**src/rtl/bus_arbiter.sv**
```systemverilog
// bus_arbiter: round-robin arbiter sharing the daisy-chained core bus between
// requesters A and B. A tag pipeline matched to CHAIN_LATENCY tracks which
// requester owns each in-flight word so returns can be routed back.
// Optional feature macro: BUS_ARBITER_CHECK_EN. When it is defined, err_o flags
// return/tag mismatches and address mismatches. When it is undefined, err_o is 0.
module bus_arbiter #(
    parameter int CHAIN_LATENCY  = 2,
    parameter bit START_PRIORITY = 1'b0
) (
    input  logic        clk,
    input  logic        rst_n,
    input  logic        a_req_valid,
    output logic        a_req_ready,
    input  logic [15:0] a_req_addr,
    input  logic [15:0] a_req_data,
    input  logic        a_req_rw,
    output logic        a_resp_valid,
    output logic [15:0] a_resp_addr,
    output logic [15:0] a_resp_data,
    output logic        a_resp_rw,
    input  logic        b_req_valid,
    output logic        b_req_ready,
    input  logic [15:0] b_req_addr,
    input  logic [15:0] b_req_data,
    input  logic        b_req_rw,
    output logic        b_resp_valid,
    output logic [15:0] b_resp_addr,
    output logic [15:0] b_resp_data,
    output logic        b_resp_rw,
    output logic [15:0] addr_o,
    output logic [15:0] data_o,
    output logic        rw_o,
    output logic        valid_o,
    input  logic [15:0] addr_i,
    input  logic [15:0] data_i,
    input  logic        rw_i,
    input  logic        valid_i,
    output logic        err_o
);

    localparam int                DEPTH      = CHAIN_LATENCY + 1;
    localparam int                CNT_W      = $clog2(CHAIN_LATENCY + 2);
    localparam logic [CNT_W-1:0]  FLUSH_LOAD = CNT_W'(CHAIN_LATENCY + 1);

    logic [CNT_W-1:0] flush_cnt;
    logic             flush_busy;
    logic             last_grant;      // 0 = A, 1 = B
    logic             grant_a;
    logic             grant_b;
    logic             xfer;
    logic             xfer_owner;
    logic [15:0]      xfer_addr;
    logic [15:0]      xfer_data;
    logic             xfer_rw;

    // Tag pipeline: bit 0 is loaded at the transfer, bit DEPTH-1 lines up with valid_i
    logic [DEPTH-1:0] tag_vld;
    logic [DEPTH-1:0] tag_own;
    logic             ret_live;
    logic             ret_own;
    logic             route;

    logic [15:0]      resp_addr;
    logic [15:0]      resp_data;
    logic             resp_rw;

    assign flush_busy = (flush_cnt != '0);

    // Round-robin grant: a contended cycle goes to whoever did not win last
    always_comb begin
        grant_a = 1'b0;
        grant_b = 1'b0;
        if (rst_n && !flush_busy) begin
            if (a_req_valid && b_req_valid) begin
                grant_a = last_grant;
                grant_b = !last_grant;
            end else begin
                grant_a = a_req_valid;
                grant_b = b_req_valid;
            end
        end
    end

    assign a_req_ready = grant_a;
    assign b_req_ready = grant_b;
    assign xfer        = grant_a || grant_b;
    assign xfer_owner  = grant_b;
    assign xfer_addr   = grant_b ? b_req_addr : a_req_addr;
    assign xfer_data   = grant_b ? b_req_data : a_req_data;
    assign xfer_rw     = grant_b ? b_req_rw   : a_req_rw;

    // Post-reset flush countdown and round-robin history
    always_ff @(posedge clk) begin
        if (!rst_n) begin
            flush_cnt  <= FLUSH_LOAD;
            last_grant <= ~START_PRIORITY;
        end else begin
            if (flush_busy) flush_cnt <= flush_cnt - CNT_W'(1);
            if (xfer) last_grant <= xfer_owner;
        end
    end

    // Chain head: launch the granted payload; payload holds when idle
    always_ff @(posedge clk) begin
        if (!rst_n) begin
            valid_o <= 1'b0;
            addr_o  <= '0;
            data_o  <= '0;
            rw_o    <= 1'b0;
        end else begin
            valid_o <= xfer;
            if (xfer) begin
                addr_o <= xfer_addr;
                data_o <= xfer_data;
                rw_o   <= xfer_rw;
            end
        end
    end

    // Tag live bits; dropping them on reset orphans any in-flight returns
    always_ff @(posedge clk) begin
        if (!rst_n) tag_vld <= '0;
        else        tag_vld <= {tag_vld[DEPTH-2:0], xfer};
    end

    // Tag owner bits only matter while the matching live bit is set
    always_ff @(posedge clk) begin
        tag_own <= {tag_own[DEPTH-2:0], xfer_owner};
    end

    assign ret_live = tag_vld[DEPTH-1];
    assign ret_own  = tag_own[DEPTH-1];
    assign route    = valid_i && ret_live && !flush_busy;

    // Response stage: strobe the owning requester, capture the returning word
    always_ff @(posedge clk) begin
        if (!rst_n) begin
            a_resp_valid <= 1'b0;
            b_resp_valid <= 1'b0;
            resp_addr    <= '0;
            resp_data    <= '0;
            resp_rw      <= 1'b0;
        end else begin
            a_resp_valid <= route && !ret_own;
            b_resp_valid <= route && ret_own;
            if (route) begin
                resp_addr <= addr_i;
                resp_data <= data_i;
                resp_rw   <= rw_i;
            end
        end
    end

    assign a_resp_addr = resp_addr;
    assign a_resp_data = resp_data;
    assign a_resp_rw   = resp_rw;
    assign b_resp_addr = resp_addr;
    assign b_resp_data = resp_data;
    assign b_resp_rw   = resp_rw;

`ifdef BUS_ARBITER_CHECK_EN
    logic [15:0] tag_addr [DEPTH];
    logic        mismatch;
    logic        err_q;

    // Address copy travels with each tag so returns can be cross-checked
    always_ff @(posedge clk) begin
        tag_addr[0] <= xfer_addr;
        for (int k = 1; k < DEPTH; k++) tag_addr[k] <= tag_addr[k-1];
    end

    assign mismatch = !flush_busy &&
                      ((valid_i != ret_live) ||
                       (valid_i && ret_live && (addr_i != tag_addr[DEPTH-1])));

    // Sticky protocol error, cleared only by reset
    always_ff @(posedge clk) begin
        if (!rst_n)        err_q <= 1'b0;
        else if (mismatch) err_q <= 1'b1;
    end

    assign err_o = err_q;
`else
    assign err_o = 1'b0;
`endif

endmodule

```
**config.mk**
```make
export PLATFORM = sky130hd
export DESIGN_NAME = bus_arbiter
export DESIGN_NICKNAME = d
export VERILOG_FILES = /design/src/rtl/bus_arbiter.sv
export SDC_FILE = /design/constraint.sdc
export NUM_CORES = 1
export LEC_CHECK = 0
export BUFFER_PORTS_ARGS = -buffer_cell sky130_fd_sc_hd__buf_2
export CAP_MARGIN = 20
export CORE_UTILIZATION = 25
export CTS_BUF_LIST = sky130_fd_sc_hd__clkbuf_8
export DETAILED_ROUTE_END_ITERATION = 6
export SYNTH_ARGS = -nofsm -noshare
export SYNTH_HDL_FRONTEND = slang
export SYNTH_SLANG_ARGS = --single-unit
```
**constraint.sdc**
```tcl
create_clock -name clk -period 1.65 [get_ports clk]
set_input_delay 0.0825 -clock clk [delete_from_list [all_inputs] [get_ports clk]]
set_output_delay 0.0825 -clock clk [all_outputs]
set_load 0.01 [all_outputs]
```
Word-level counts from Yosys, hierarchy flattened
Cells that the tools add are included.
- register bits after elaboration: 78
- bits in latches: 0
- memory bits (writable): 0
- bits in read-only memories: 0
- input port bits: 104
- word-level logic and storage cells: 32
- memories kept: 0
- $add $sub $neg: 1
- multiply operators: 0
- div/mod/pow operators: 0
- $lt $le $gt $ge: 0
- equality and inequality tests: 0
- shift-type cells: 0
- mux-type cells: 7
- bitwise operators: 0
- reductions and logical operators: 11
- operator list (cell ; count):
    two-way mux 16 bit ; 2
    logical AND 1 bit ; 6
    two-way mux 1 bit ; 5
    zero test 1 bit ; 3
    nonzero test 2 bit ; 1
    subtractor 2 x 1 -> 2 bit, second input constant ; 1
    logical OR 1 bit ; 1

Logic depth before layout (Yosys ltp)
Gate-level depths: netlist (run 1).
- depth after elaboration: 5
- mapped depth: 8
- depth with buffers taken out: 6

Least setup slack after synthesis (run 1)
OpenSTA, ideal clock, no wires.
- path type: register -> register
- start: register flush_cnt[0]
- end: register addr_o[10]
- setup time: 132 ps
- arrival time: 1382 ps
- slack: 136 ps
- cell stages (with the launch flop): 9
- buffers on the path: 3
- clock period less this slack: 1514 ps
- cells stage by stage: dfxtp_1 > inv_1 > ha_1 > buf_2 > o211ai_2 > buf_4 > buf_2 > nor4_1 > a211oi_2
- word-level cells in the longest chain between the ends: 5
- elaborated cells between the ends (all ways): 7
- classes of those cells: mux: 3; reduce/logical: 4
- RTL lines (item ; line ; source):
    start, declared ; 45 ; logic [CNT_W-1:0] flush_cnt;
    start signal, assigned ; 98 ; if (flush_busy) flush_cnt <= flush_cnt - CNT_W'(1);
    nonzero test 2 bit (*) ; 67 ; assign flush_busy = (flush_cnt != '0);
    zero test 1 bit (*) ; 73 ; if (rst_n && !flush_busy) begin
    logical AND 1 bit (*) ; 73 ;
    two-way mux 1 bit ; 73 ;
    two-way mux 16 bit / logical OR 1 bit (equally long branches) ; 88, 86 ;
    end signal, assigned ; 113 ; addr_o <= xfer_addr;
    end, declared ; 30 ; output logic [15:0] addr_o,
Every way passes the cells marked *; elsewhere a longest branch is shown, timed or not.
A chain may end at the register's enable or synchronous reset.

Final worst setup path (run 1)
- start: register flush_cnt[0]
- end: output port b_req_ready
- word-level cells in the longest chain between the ends: 4
- RTL lines (item ; line ; source):
    nonzero test 2 bit ; 67 ;
    zero test 1 bit ; 73 ;
    logical AND 1 bit ; 73 ;
    two-way mux 1 bit ; 73 ;
    end, declared ; 22 ; output logic b_req_ready,
Every way passes these cells.

==> impl_metrics.sql, run 1 <==
INSERT INTO impl_metrics (metric_group, metric, value, unit) VALUES
('outcome', 'outcome', 'completed', ''),
('synth', 'synth-warning-count', '0', ''),
('setup_path', 'timing.critical_path.slowest_stage_cell', 'sky130_fd_sc_hd__dfxtp_2', ''),
('power', 'p_per_area', '751', 'mW/mm^2'),
('clock_network', 'cts_sinks', '77', ''),
('flow_run', 'maxCapViolCount', '0', ''),
('layout', 'layout.cells.most_common_list', 'sky130_fd_sc_hd__buf_2 (206), sky130_fd_sc_hd__dfxtp_1 (76), sky130_fd_sc_hd__nand2_1 (69)', ''),
('grt', 'globalRouteOverflowTotal', '0', ''),
('place', 'place.port_buffers', '207', ''),
('synth', 'synth_fp_nets', '511', ''),
('layout', 'antennaDiodeCount', '0', ''),
('power', 'peakVddDrop', '0.416', 'mV'),
('place', 'detailed_place.area', '0.00451', 'mm^2'),
('setup_path', 'crit_path_max_incr_delay', '0.33', 'ns'),
('routing', 'detail_route.vias_per_cell', '4.53', ''),
('synth', 'synthCells', '406', ''),
('clock_network', 'clock_insertion_delay_worst_skew', '0.36', 'ns'),
('layout', 'layout.cells.non_filler', '790', ''),
('floorplanning', 'design.portCount', '209', ''),
('power', 'static-leakage-power', '0.00238', 'uW'),
('timing', 'slew_violations', '0', ''),
('place', 'number_of_cells_after_detailed_placement', '732', ''),
('grt', 'grt_start_max_net_pins', '54', ''),
('min_path', 'worst_hold_path.endpoint', 'addr_o[6]', ''),
('routing', 'first_pass_iters', '4', ''),
('setup_path', 'critical_path.max_fanout', '2', ''),
('place', 'dp_hpwl', '6750', 'um'),
('place', 'place.gp.congestion', '0.784', ''),
('clock_network', 'htree_levels', '3', ''),
('floorplanning', 'floorplan.die.height', '121', 'um'),
('place', 'place_worst_setup_slack', '-0.0597', 'ns'),
('setup_path', 'worst-r2r-cell-count', '7', ''),
('clock_network', 'inserted_clock_buffers', '9', ''),
('setup_path', 'worst_r2r_endpoint', 'addr_o[9]', ''),
('clock_network', 'clkTransAtPathRegs', '0.09', 'ns'),
('synth', 'ys_seq_area_share', '43.6', '%'),
('setup_path', 'worstPathRequired', '1.57', 'ns'),
('setup_path', 'critPathCaptureType', 'output port', ''),
('floorplanning', 'initial_core_util', '25.6', '%'),
('setup_path', 'start_to_end_type_of_the_worst_setup_path', 'reg -> out', ''),
('layout', 'final_common_cell', 'sky130_fd_sc_hd__buf_2', ''),
('grt', 'antenna_found_initial', '0', ''),
('floorplanning', 'die_w', '121', 'um'),
('grt', 'first_pass_grt_wire_length', '16500', 'um'),
('routing', 'postRouteAntennaNets', '0', ''),
('timing', 'postLayoutSetupSlackWorst', '0.106', 'ns'),
('clock_network', 'clk_path_buf_depth', '2', ''),
('timing', 'fin_crit_sh', '93.6', '%'),
('layout', 'num-nets-final', '710', ''),
('synth', 'ys_ff_latch', '77', ''),
('routing', 'routed-via-count', '3580', ''),
('setup_path', 'crit-reg2reg-launch', 'flush_cnt[0]', ''),
('floorplanning', 'die_area', '0.0146', 'mm^2'),
('power', 'p_total', '3890', 'uW'),
('grt', 'grt.total_usage', '14.5', '%'),
('layout', 'design_area', '0.00518', 'mm^2'),
('timing', 'finalSetupViolations', '0', ''),
('min_path', 'hold_path.class', 'in -> reg', ''),
('layout', 'ff_latch_area', '0.00154', 'mm^2'),
('timing', 'fmax', '647', 'MHz'),
('routing', 'postRouteWirelength', '10300', 'um'),
('clock_network', 'cell_at_the_root_of_the_clock_tree', 'sky130_fd_sc_hd__clkbuf_8', ''),
('synth', 'synthDistinctLibCells', '25', ''),
('setup_path', 'critPathLaunchType', 'register', ''),
('setup_path', 'critical_path.cell_chain', 'inv_2 -> ha_4 -> nand3_4 -> or2_4 -> buf_12 -> inv_4 -> buf_6', ''),
('layout', 'nFillCells', '1387', ''),
('setup_path', 'worst-endpoint-arrival', '1.46', 'ns'),
('timing', 'tns', '0', 'ns'),
('floorplanning', 'fp-row-count', '43', ''),
('min_path', 'holdCritStartpoint', 'a_req_addr[6]', ''),
('clock_network', 'tritoncts_clock_tree', 'done', '');
==> flip-flops by register name, indices dropped and copies added, names as in the netlist <==
name / cells
addr_o: 16
tag_vld: 3
flush_cnt: 2
a_resp_rw: 1
a_resp_addr: 16
last_grant: 1
a_resp_valid: 1
rw_o: 1
a_resp_data: 16
tag_own: 3
b_resp_valid: 1
data_o: 16
==> metrics by stage <==
stage / utilization [%] / hold WS [ns]
after floorplan: - / 0.227
after CTS: 37.3 / 0.0179
final: 37.5 / 0.0436
after global placement: 32.6 / 0.325
after detailed placement: 32.6 / 0.321
after global routing: 37.5 / 0.0264
==> metal layers <==
metal | up-vias | global-route usage [%] | wire [um]
li1 | 1762 | - | -
met1 | 1632 | 16.4 | 4290
met2 | 175 | 24.7 | 4940
met3 | 11 | 5.50 | 894
met4 | 0 | 5.09 | 136
met5 | - | 0 | 0
==> cell usage after synthesis <==
| master | count | share of area (%) |
|---|---|---|
| sky130_fd_sc_hd__a211oi_1 | 4 | 0.85 |
| sky130_fd_sc_hd__a211oi_2 | 29 | 10 |
| sky130_fd_sc_hd__a21boi_0 | 33 | 7.0 |
| sky130_fd_sc_hd__a21oi_1 | 2 | 0.28 |
| sky130_fd_sc_hd__and2_1 | 3 | 0.53 |
| sky130_fd_sc_hd__and3_1 | 3 | 0.53 |
| sky130_fd_sc_hd__buf_2 | 9 | 1.3 |
| sky130_fd_sc_hd__buf_4 | 35 | 7.4 |
| sky130_fd_sc_hd__buf_6 | 5 | 1.6 |
| sky130_fd_sc_hd__clkbuf_1 | 22 | 2.3 |
| sky130_fd_sc_hd__conb_1 | 1 | 0.11 |
| sky130_fd_sc_hd__dfxtp_1 | 77 | 44 |
| sky130_fd_sc_hd__ha_1 | 1 | 0.35 |
| sky130_fd_sc_hd__inv_1 | 4 | 0.42 |
| sky130_fd_sc_hd__inv_2 | 1 | 0.11 |
| sky130_fd_sc_hd__mux2_2 | 1 | 0.32 |
| sky130_fd_sc_hd__nand2_1 | 69 | 7.3 |
| sky130_fd_sc_hd__nand3_1 | 2 | 0.28 |
| sky130_fd_sc_hd__nand3_2 | 1 | 0.28 |
| sky130_fd_sc_hd__nor2_1 | 34 | 3.6 |
| sky130_fd_sc_hd__nor4_1 | 33 | 5.8 |
| sky130_fd_sc_hd__o211ai_2 | 1 | 0.35 |
| sky130_fd_sc_hd__o21ai_0 | 34 | 4.8 |
| sky130_fd_sc_hd__or2_1 | 1 | 0.18 |
| sky130_fd_sc_hd__xor2_1 | 1 | 0.25 |
==> worst max-delay path, delay by kind of cell, from the launching register on <==
family	cells	cell delay, ns
buffers and inverters	4	0.33
and+or+nand+nor	2	0.31
adders and majority gates	1	0.14
DFF	1	0.33
==> repair_timing <==
action	4_1_cts	5_1_grt
endpoints found under the setup margin	35	7
hold buffers	37	0
hold endpoints to repair	37	0
buffers inserted	3	1
resized for setup	8	6
cloned	1	0
pin swaps	2	2
==> final cells by class <==
cell class / count / share of cell area (%)
timing repair buffer: 259 / 31.4
multi-input combinational: 253 / 30.2
sequential: 77 / 29.8
tap: 180 / 4.35
clock buffer: 10 / 2.66
clock inverter: 6 / 1.06
inverter: 5 / 0.459
==> power breakdown <==
| group | internal [uW] | total, uW | switching, uW |
|---|---|---|---|
| registers | 1920 | 1950 | 31.2 |
| clock network | 724 | 1390 | 671 |
| logic | 284 | 549 | 264 |
==> how the worst max path moves through the flow <==
stage,depth (start not counted),from,endpoint
after CTS,7,flush_cnt[1],b_req_ready
after global placement,6,flush_cnt[0],data_o[6]
after detailed placement,6,flush_cnt[0],addr_o[12]
after global routing,8,flush_cnt[0],a_resp_data[1]
after floorplan,8,flush_cnt[0],addr_o[10]
final,7,flush_cnt[0],b_req_ready
==> cells by family after synthesis <==
group / share of synthesized area (%)
simple gates: 18.6
compound gates: 23.6
flops: 43.6
buf+inv: 13.2
fa+ha+maj: 0.354
other cells: 0.106
xor+xnor: 0.248
mux: 0.319
Power figures use the tool's default switching activity.
==> inputs of run 2 (changes only) <==
--- a/config.mk
+++ b/config.mk
@@ -10,6 +10,7 @@
 export CORE_UTILIZATION = 25
 export CTS_BUF_LIST = sky130_fd_sc_hd__clkbuf_8
 export DETAILED_ROUTE_END_ITERATION = 6
+export REMOVE_ABC_BUFFERS = 1
 export SYNTH_ARGS = -nofsm -noshare
 export SYNTH_HDL_FRONTEND = slang
 export SYNTH_SLANG_ARGS = --single-unit
==> constraint.sdc (replaced) <==
create_clock -name clk -period 1.6 [get_ports clk]
set_input_delay 0.08 -clock clk [delete_from_list [all_inputs] [get_ports clk]]
set_output_delay 0.08 -clock clk [all_outputs]
set_load 0.01 [all_outputs]
==> impl_metrics.sql, run 2 (same netlist as run 1, synthesis figures left out) <==
INSERT INTO impl_metrics (metric_group, metric, value, unit) VALUES
('outcome', 'outcome', 'completed', ''),
('grt', 'first_pass_grt_wire_length', '16700', 'um'),
('routing', 'routed-via-count', '3666', ''),
('power', 'p_switching', '1050', 'uW'),
('power', 'p_comb_share', '13.3', '%'),
('layout', 'ff_latch_area', '0.00154', 'mm^2'),
('timing', 'fmax', '645', 'MHz'),
('power', 'p_total', '4280', 'uW'),
('setup_path', 'critical_path.cell_chain', 'inv_2 -> ha_4 -> nand3_4 -> or2_4 -> buf_12 -> clkinv_4 -> buf_6', ''),
('setup_path', 'cp-startpoint', 'flush_cnt[0]', ''),
('setup_path', 'timing.critical_path.slowest_stage_cell', 'sky130_fd_sc_hd__dfxtp_2', ''),
('floorplanning', 'floorplan.die.height', '121', 'um'),
('routing', 'detail_route.vias_per_cell', '4.64', ''),
('grt', 'antenna_found_initial', '0', ''),
('setup_path', 'worstPathRequired', '1.52', 'ns'),
('layout', 'area_growth_syn_to_layout', '47.1', '%'),
('clock_network', 'inserted_clock_buffers', '9', ''),
('grt', 'via_count_of_the_first_global_routing_pass', '3453', ''),
('flow_run', 'maxCapViolCount', '0', ''),
('setup_path', 'crit_path_max_incr_delay', '0.33', 'ns'),
('place', 'place.gp.congestion', '0.792', ''),
('routing', 'post-route-drc-count', '0', ''),
('timing', 'grt_setup_unrepaired', 'yes', ''),
('floorplanning', 'design.portCount', '209', ''),
('power', 'swShare', '24.5', '%'),
('place', 'dp_hpwl', '7170', 'um'),
('clock_network', 'cts_sinks', '77', ''),
('grt', 'grt.total_usage', '14.7', '%'),
('power', 'p_per_area', '824', 'mW/mm^2'),
('power', 'internal_power', '3230', 'uW'),
('clock_network', 'cell_at_the_root_of_the_clock_tree', 'sky130_fd_sc_hd__clkbuf_8', ''),
('setup_path', 'start_to_end_type_of_the_worst_setup_path', 'reg -> out', ''),
('clock_network', 'clk_path_buf_depth', '2', ''),
('setup_path', 'worst-endpoint-arrival', '1.47', 'ns'),
('setup_path', 'critPathCaptureType', 'output port', ''),
('clock_network', 'tritoncts_clock_tree', 'done', ''),
('timing', 'finalSetupViolations', '0', ''),
('timing', 'slew_violations', '0', ''),
('floorplanning', 'die_area', '0.0146', 'mm^2'),
('layout', 'final_common_cell', 'sky130_fd_sc_hd__buf_2', ''),
('setup_path', 'crit-reg2reg-launch', 'flush_cnt[0]', ''),
('routing', 'routed_wire_length_per_instance', '13.8', 'um'),
('routing', 'postRouteWirelength', '10900', 'um'),
('routing', 'first_pass_iters', '4', ''),
('routing', 'drt-initial-drc-count', '127', ''),
('power', 'power_frac_seq', '46.9', '%'),
('clock_network', 'htree_levels', '3', ''),
('place', 'place.port_buffers', '207', ''),
('floorplanning', 'fp-row-count', '43', ''),
('timing', 'final_hold_viol_count', '0', ''),
('power', 'peakVddDrop', '0.406', 'mV'),
('layout', 'layout.cells.most_common_list', 'sky130_fd_sc_hd__buf_2 (206), sky130_fd_sc_hd__dfxtp_1 (75), sky130_fd_sc_hd__nand2_1 (69)', ''),
('grt', 'globalRouteOverflowTotal', '0', ''),
('layout', 'multi_input_comb_area', '0.00159', 'mm^2'),
('layout', 'design_area', '0.00520', 'mm^2'),
('setup_path', 'cpLargestDelayFamily', 'flip-flops', ''),
('grt', 'grt_start_max_net_pins', '46', ''),
('setup_path', 'critical_path_buf_inv_count', '4', ''),
('place', 'detailed_place.area', '0.00451', 'mm^2'),
('clock_network', 'clkTransAtPathRegs', '0.08', 'ns'),
('layout', 'antennaDiodeCount', '0', ''),
('clock_network', 'clock_insertion_delay_worst_skew', '0.36', 'ns'),
('setup_path', 'critical_path.max_fanout', '3', ''),
('floorplanning', 'core_region_area', '0.0138', 'mm^2'),
('setup_path', 'critPathLaunchType', 'register', ''),
('power', 'clock_power_share', '39.8', '%'),
('layout', 'num-nets-final', '710', ''),
('layout', 'post_route_cells_drive_above_1_share', '46.7', '%'),
('power', 'static-leakage-power', '0.00237', 'uW'),
('timing', 'fin_crit', '1.55', 'ns'),
('layout', 'nFillCells', '1393', ''),
('timing', 'hold-worst-slack', '0.0394', 'ns'),
('timing', 'final_setup_skew', '0.00832', 'ns'),
('routing', 'postRouteAntennaNets', '0', ''),
('min_path', 'hold_path.class', 'in -> reg', ''),
('floorplanning', 'initial_core_util', '25.6', '%'),
('floorplanning', 'die_w', '121', 'um'),
('min_path', 'holdCritStartpoint', 'a_req_data[8]', ''),
('timing', 'fin_crit_sh', '96.9', '%');
run 2: cell types whose count changed in the layout (fill, tap and decap cells not counted), sizes merged:
cell / change
clkbuf: +1
bufinv: +1
dlygate4sd3: -2
inv: -2
buf: +3
bufbuf: -1
run 2: layer usage:
metal | track usage (%) | share of wire, %
met5 | 0 | 0
met1 | 16.4 | 42
met3 | 4.04 | 8.2
met4 | 6.71 | 1.6
met2 | 25.8 | 48
run 2: cell type report:
type / count / area share [%]
inverter: 5 / 0.554
tap: 180 / 4.33
clock buffer: 11 / 2.91
multi-input combinational: 253 / 30.5
sequential: 77 / 29.7
timing repair buffer: 259 / 30.4
clock inverter: 5 / 1.56
run 2: worst register-to-register path: cells and delay by family, from the launching register on:
kind / cells / cell delay, ns
AND/OR/NAND/NOR: 1 / 0.13
flip-flops: 1 / 0.34
AO/OA/AOI/OAI: 2 / 0.38
buffers and inverters: 3 / 0.45
adder cells (fa/ha/maj): 1 / 0.16
run 2: path summary, 6_finish.rpt:
path,slack (ns),cells after the start,end
hold / removal,0.04,3,data_o[8]
hold reg to reg,0.33,0,tag_own[2]
setup / recovery,0.05,7,b_req_ready
setup reg to reg,0.06,7,data_o[10]
run 2: timing repair:
item / in CTS / in global routing
endpoints found under the setup margin: 32 / 23
cloned: 1 / 0
endpoints found under the hold margin: 36 / 0
hold buffers: 35 / 0
buffers inserted: 5 / 0
pin swaps: 2 / 3
resized for setup: 12 / 7
run 2: power by group through the flow:
| stage | combinational (uW) | sequential (uW) | clock (uW) |
|---|---|---|---|
| after CTS | 566 | 2010 | 1770 |
| after detailed placement | 462 | 2050 | 0 |
| final | 568 | 2010 | 1700 |
| after global placement | 455 | 2050 | 0 |
| after floorplan | 169 | 2070 | 0 |
| after global routing | 617 | 2020 | 1870 |
run 2: stage by stage:
stage	util (%)	worst slack [ns]	cells	setup TNS, ns
finish	37.6	0.0502	790	0
CTS	37.6	0.00142	791	0
floorplan	-	-0.921	335	-33.73
global placement	32.6	0.0310	734	0
detailed placement	32.6	-0.0481	734	-0.154
global route	37.6	-0.0393	790	-0.0851
==> inputs of run 3 (changes only) <==
--- a/config.mk
+++ b/config.mk
@@ -7,9 +7,10 @@
 export LEC_CHECK = 0
 export BUFFER_PORTS_ARGS = -buffer_cell sky130_fd_sc_hd__buf_2
 export CAP_MARGIN = 20
-export CORE_UTILIZATION = 25
+export CORE_UTILIZATION = 45
 export CTS_BUF_LIST = sky130_fd_sc_hd__clkbuf_8
 export DETAILED_ROUTE_END_ITERATION = 6
+export PLACE_DENSITY = 0.81
 export REMOVE_ABC_BUFFERS = 1
 export SYNTH_ARGS = -nofsm -noshare
 export SYNTH_HDL_FRONTEND = slang
==> impl_metrics.sql, run 3 (same netlist as run 1, synthesis figures left out) <==
INSERT INTO impl_metrics (metric_group, metric, value, unit) VALUES
('floorplanning', 'die_area', '0.00821', 'mm^2'),
('power', 'static-leakage-power', '0.00232', 'uW'),
('routing', 'routed_wire_length_per_instance', '15.0', 'um'),
('timing', 'relSlewSlack', '63.3', '%'),
('clock_network', 'clkTransAtPathRegs', '0.08', 'ns'),
('setup_path', 'worstPathRequired', '1.52', 'ns'),
('routing', 'routed-via-count', '3624', ''),
('layout', 'antennaDiodeCount', '0', ''),
('place', 'detailed_place.area', '0.00439', 'mm^2'),
('floorplanning', 'fp-row-count', '31', ''),
('timing', 'final_hold_viol_count', '0', ''),
('place', 'dp_hpwl', '6720', 'um'),
('timing', 'fmax', '659', 'MHz'),
('setup_path', 'critical_path.max_fanout', '5', ''),
('layout', 'layout.cells.most_common_list', 'sky130_fd_sc_hd__buf_2 (206), sky130_fd_sc_hd__dfxtp_1 (77), sky130_fd_sc_hd__nand2_1 (69)', ''),
('setup_path', 'critical_path_buf_inv_count', '3', ''),
('layout', 'final_common_cell', 'sky130_fd_sc_hd__buf_2', ''),
('setup_path', 'crit_path_max_incr_delay', '0.32', 'ns'),
('layout', 'post_route_cells_drive_above_1_share', '45.0', '%'),
('place', 'place.port_buffers', '207', ''),
('clock_network', 'cell_at_the_root_of_the_clock_tree', 'sky130_fd_sc_hd__clkbuf_8', ''),
('timing', 'fin_crit', '1.52', 'ns'),
('setup_path', 'cpLargestDelayFamily', 'simple AND/OR/NAND/NOR gates', ''),
('min_path', 'worst_hold_path.endpoint', 'flush_cnt[1]', ''),
('setup_path', 'timing.critical_path.slowest_stage_cell', 'sky130_fd_sc_hd__dfxtp_1', ''),
('setup_path', 'worst-r2r-cell-count', '6', ''),
('clock_network', 'cts_sinks', '77', ''),
('setup_path', 'critical_path.cell_chain', 'inv_1 -> ha_4 -> nand3_2 -> or2_4 -> inv_2 -> buf_6', ''),
('clock_network', 'inserted_clock_buffers', '9', ''),
('routing', 'first_pass_iters', '5', ''),
('power', 'p_total', '4280', 'uW'),
('place', 'place.gp.congestion', '0.765', ''),
('setup_path', 'cp-startpoint', 'flush_cnt[0]', ''),
('layout', 'design_area', '0.00496', 'mm^2'),
('setup_path', 'worst-endpoint-arrival', '1.44', 'ns'),
('setup_path', 'worst_r2r_endpoint', 'addr_o[13]', ''),
('timing', 'final_setup_skew', '0.0110', 'ns'),
('timing', 'grt_setup_unrepaired', 'no', ''),
('routing', 'postRouteWirelength', '10500', 'um'),
('place', 'number_of_cells_after_detailed_placement', '652', ''),
('power', 'p_per_area', '863', 'mW/mm^2'),
('timing', 'fin_crit_sh', '94.9', '%'),
('routing', 'drt-initial-drc-count', '142', ''),
('layout', 'layout.cells.non_filler', '699', ''),
('timing', 'tightest_slew', '0.551', 'ns'),
('grt', 'grt_start_max_net_pins', '67', ''),
('setup_path', 'start_to_end_type_of_the_worst_setup_path', 'reg -> out', ''),
('floorplanning', 'design.portCount', '209', ''),
('grt', 'first_pass_grt_wire_length', '16800', 'um'),
('setup_path', 'critPathCaptureType', 'output port', ''),
('setup_path', 'crit-reg2reg-launch', 'flush_cnt[0]', ''),
('routing', 'post-route-drc-count', '0', ''),
('routing', 'postRouteAntennaNets', '0', ''),
('clock_network', 'htree_levels', '3', ''),
('clock_network', 'tritoncts_clock_tree', 'done', ''),
('floorplanning', 'die_w', '90.6', 'um'),
('clock_network', 'clk_path_buf_depth', '2', ''),
('min_path', 'holdCritStartpoint', 'rst_n', ''),
('setup_path', 'critPathLaunchType', 'register', ''),
('layout', 'area_growth_syn_to_layout', '40.4', '%'),
('grt', 'grt.total_usage', '25.5', '%'),
('timing', 'slew_violations', '0', ''),
('timing', 'tns', '0', 'ns'),
('outcome', 'outcome', 'completed', ''),
('floorplanning', 'core_region_area', '0.00741', 'mm^2'),
('setup_path', 'timing.reg2reg.setup_slack', '0.14', 'ns'),
('floorplanning', 'initial_core_util', '47.7', '%'),
('layout', 'num-nets-final', '700', ''),
('routing', 'detail_route.vias_per_cell', '5.18', ''),
('clock_network', 'clock_insertion_delay_worst_skew', '0.34', 'ns'),
('power', 'peakVddDrop', '0.437', 'mV'),
('timing', 'hold-worst-slack', '0.0296', 'ns'),
('min_path', 'hold_path.class', 'in -> reg', ''),
('flow_run', 'maxCapViolCount', '0', ''),
('min_path', 'worstHoldPathCells', '2', ''),
('grt', 'via_count_of_the_first_global_routing_pass', '3423', ''),
('grt', 'globalRouteOverflowTotal', '0', ''),
('floorplanning', 'floorplan.die.height', '90.6', 'um'),
('timing', 'finalSetupViolations', '0', ''),
('grt', 'antenna_found_initial', '0', '');
-- run 3: layout make-up --
| cell class | count | area (um^2) |
|---|---|---|
| repair buffers | 249 | 1490 |
| well taps | 99 | 124 |
| clock inverters | 7 | 115 |
| flip-flops and latches | 77 | 1540 |
| inverters | 5 | 21.3 |
| multi-input cells | 253 | 1550 |
| fillers | 579 | 2450 |
| clock buffers | 9 | 124 |
-- run 3: metrics by stage --
step	util [%]	setup slack (ns)
CTS	66.9	0.0357
finish	67.0	0.0821
global route	67.0	0.00345
global placement	59.2	0.00115
floorplan	-	-0.921
detailed placement	59.2	-0.0627
-- run 3: timing repair --
action | CTS | global route
resized for setup | 6 | 2
buffers inserted | 0 | 0
hold buffers | 31 | 0
endpoints found under the setup margin | 35 | 31
pin swaps | 1 | 0
endpoints found under the hold margin | 31 | 0
-- run 3: per-layer routing --
| layer | part of all wire [%] | GRT usage (%) | vias up |
|---|---|---|---|
| met4 | 2.1 | 10.6 | 0 |
| met1 | 42 | 29.9 | 1680 |
| met2 | 49 | 44.4 | 183 |
| met3 | 6.8 | 5.89 | 18 |
| met5 | 0 | 0 | - |
| li1 | - | - | 1743 |
-- run 3: worst max-delay path by stage --
stage | endpoint | cells past startpoint
4_1_cts | b_req_ready | 6
2_1_floorplan | tag_own[0] | 5
6_report | b_req_ready | 6
3_5_place_dp | addr_o[13] | 6
3_3_place_gp | data_o[5] | 6
5_1_grt | a_req_ready | 6
-- run 3: report_power, final --
part / internal [uW] / switching, uW / total, uW
clock: 1030 / 709 / 1740
sequential: 1980 / 31.8 / 2010
combinational: 268 / 264 / 532
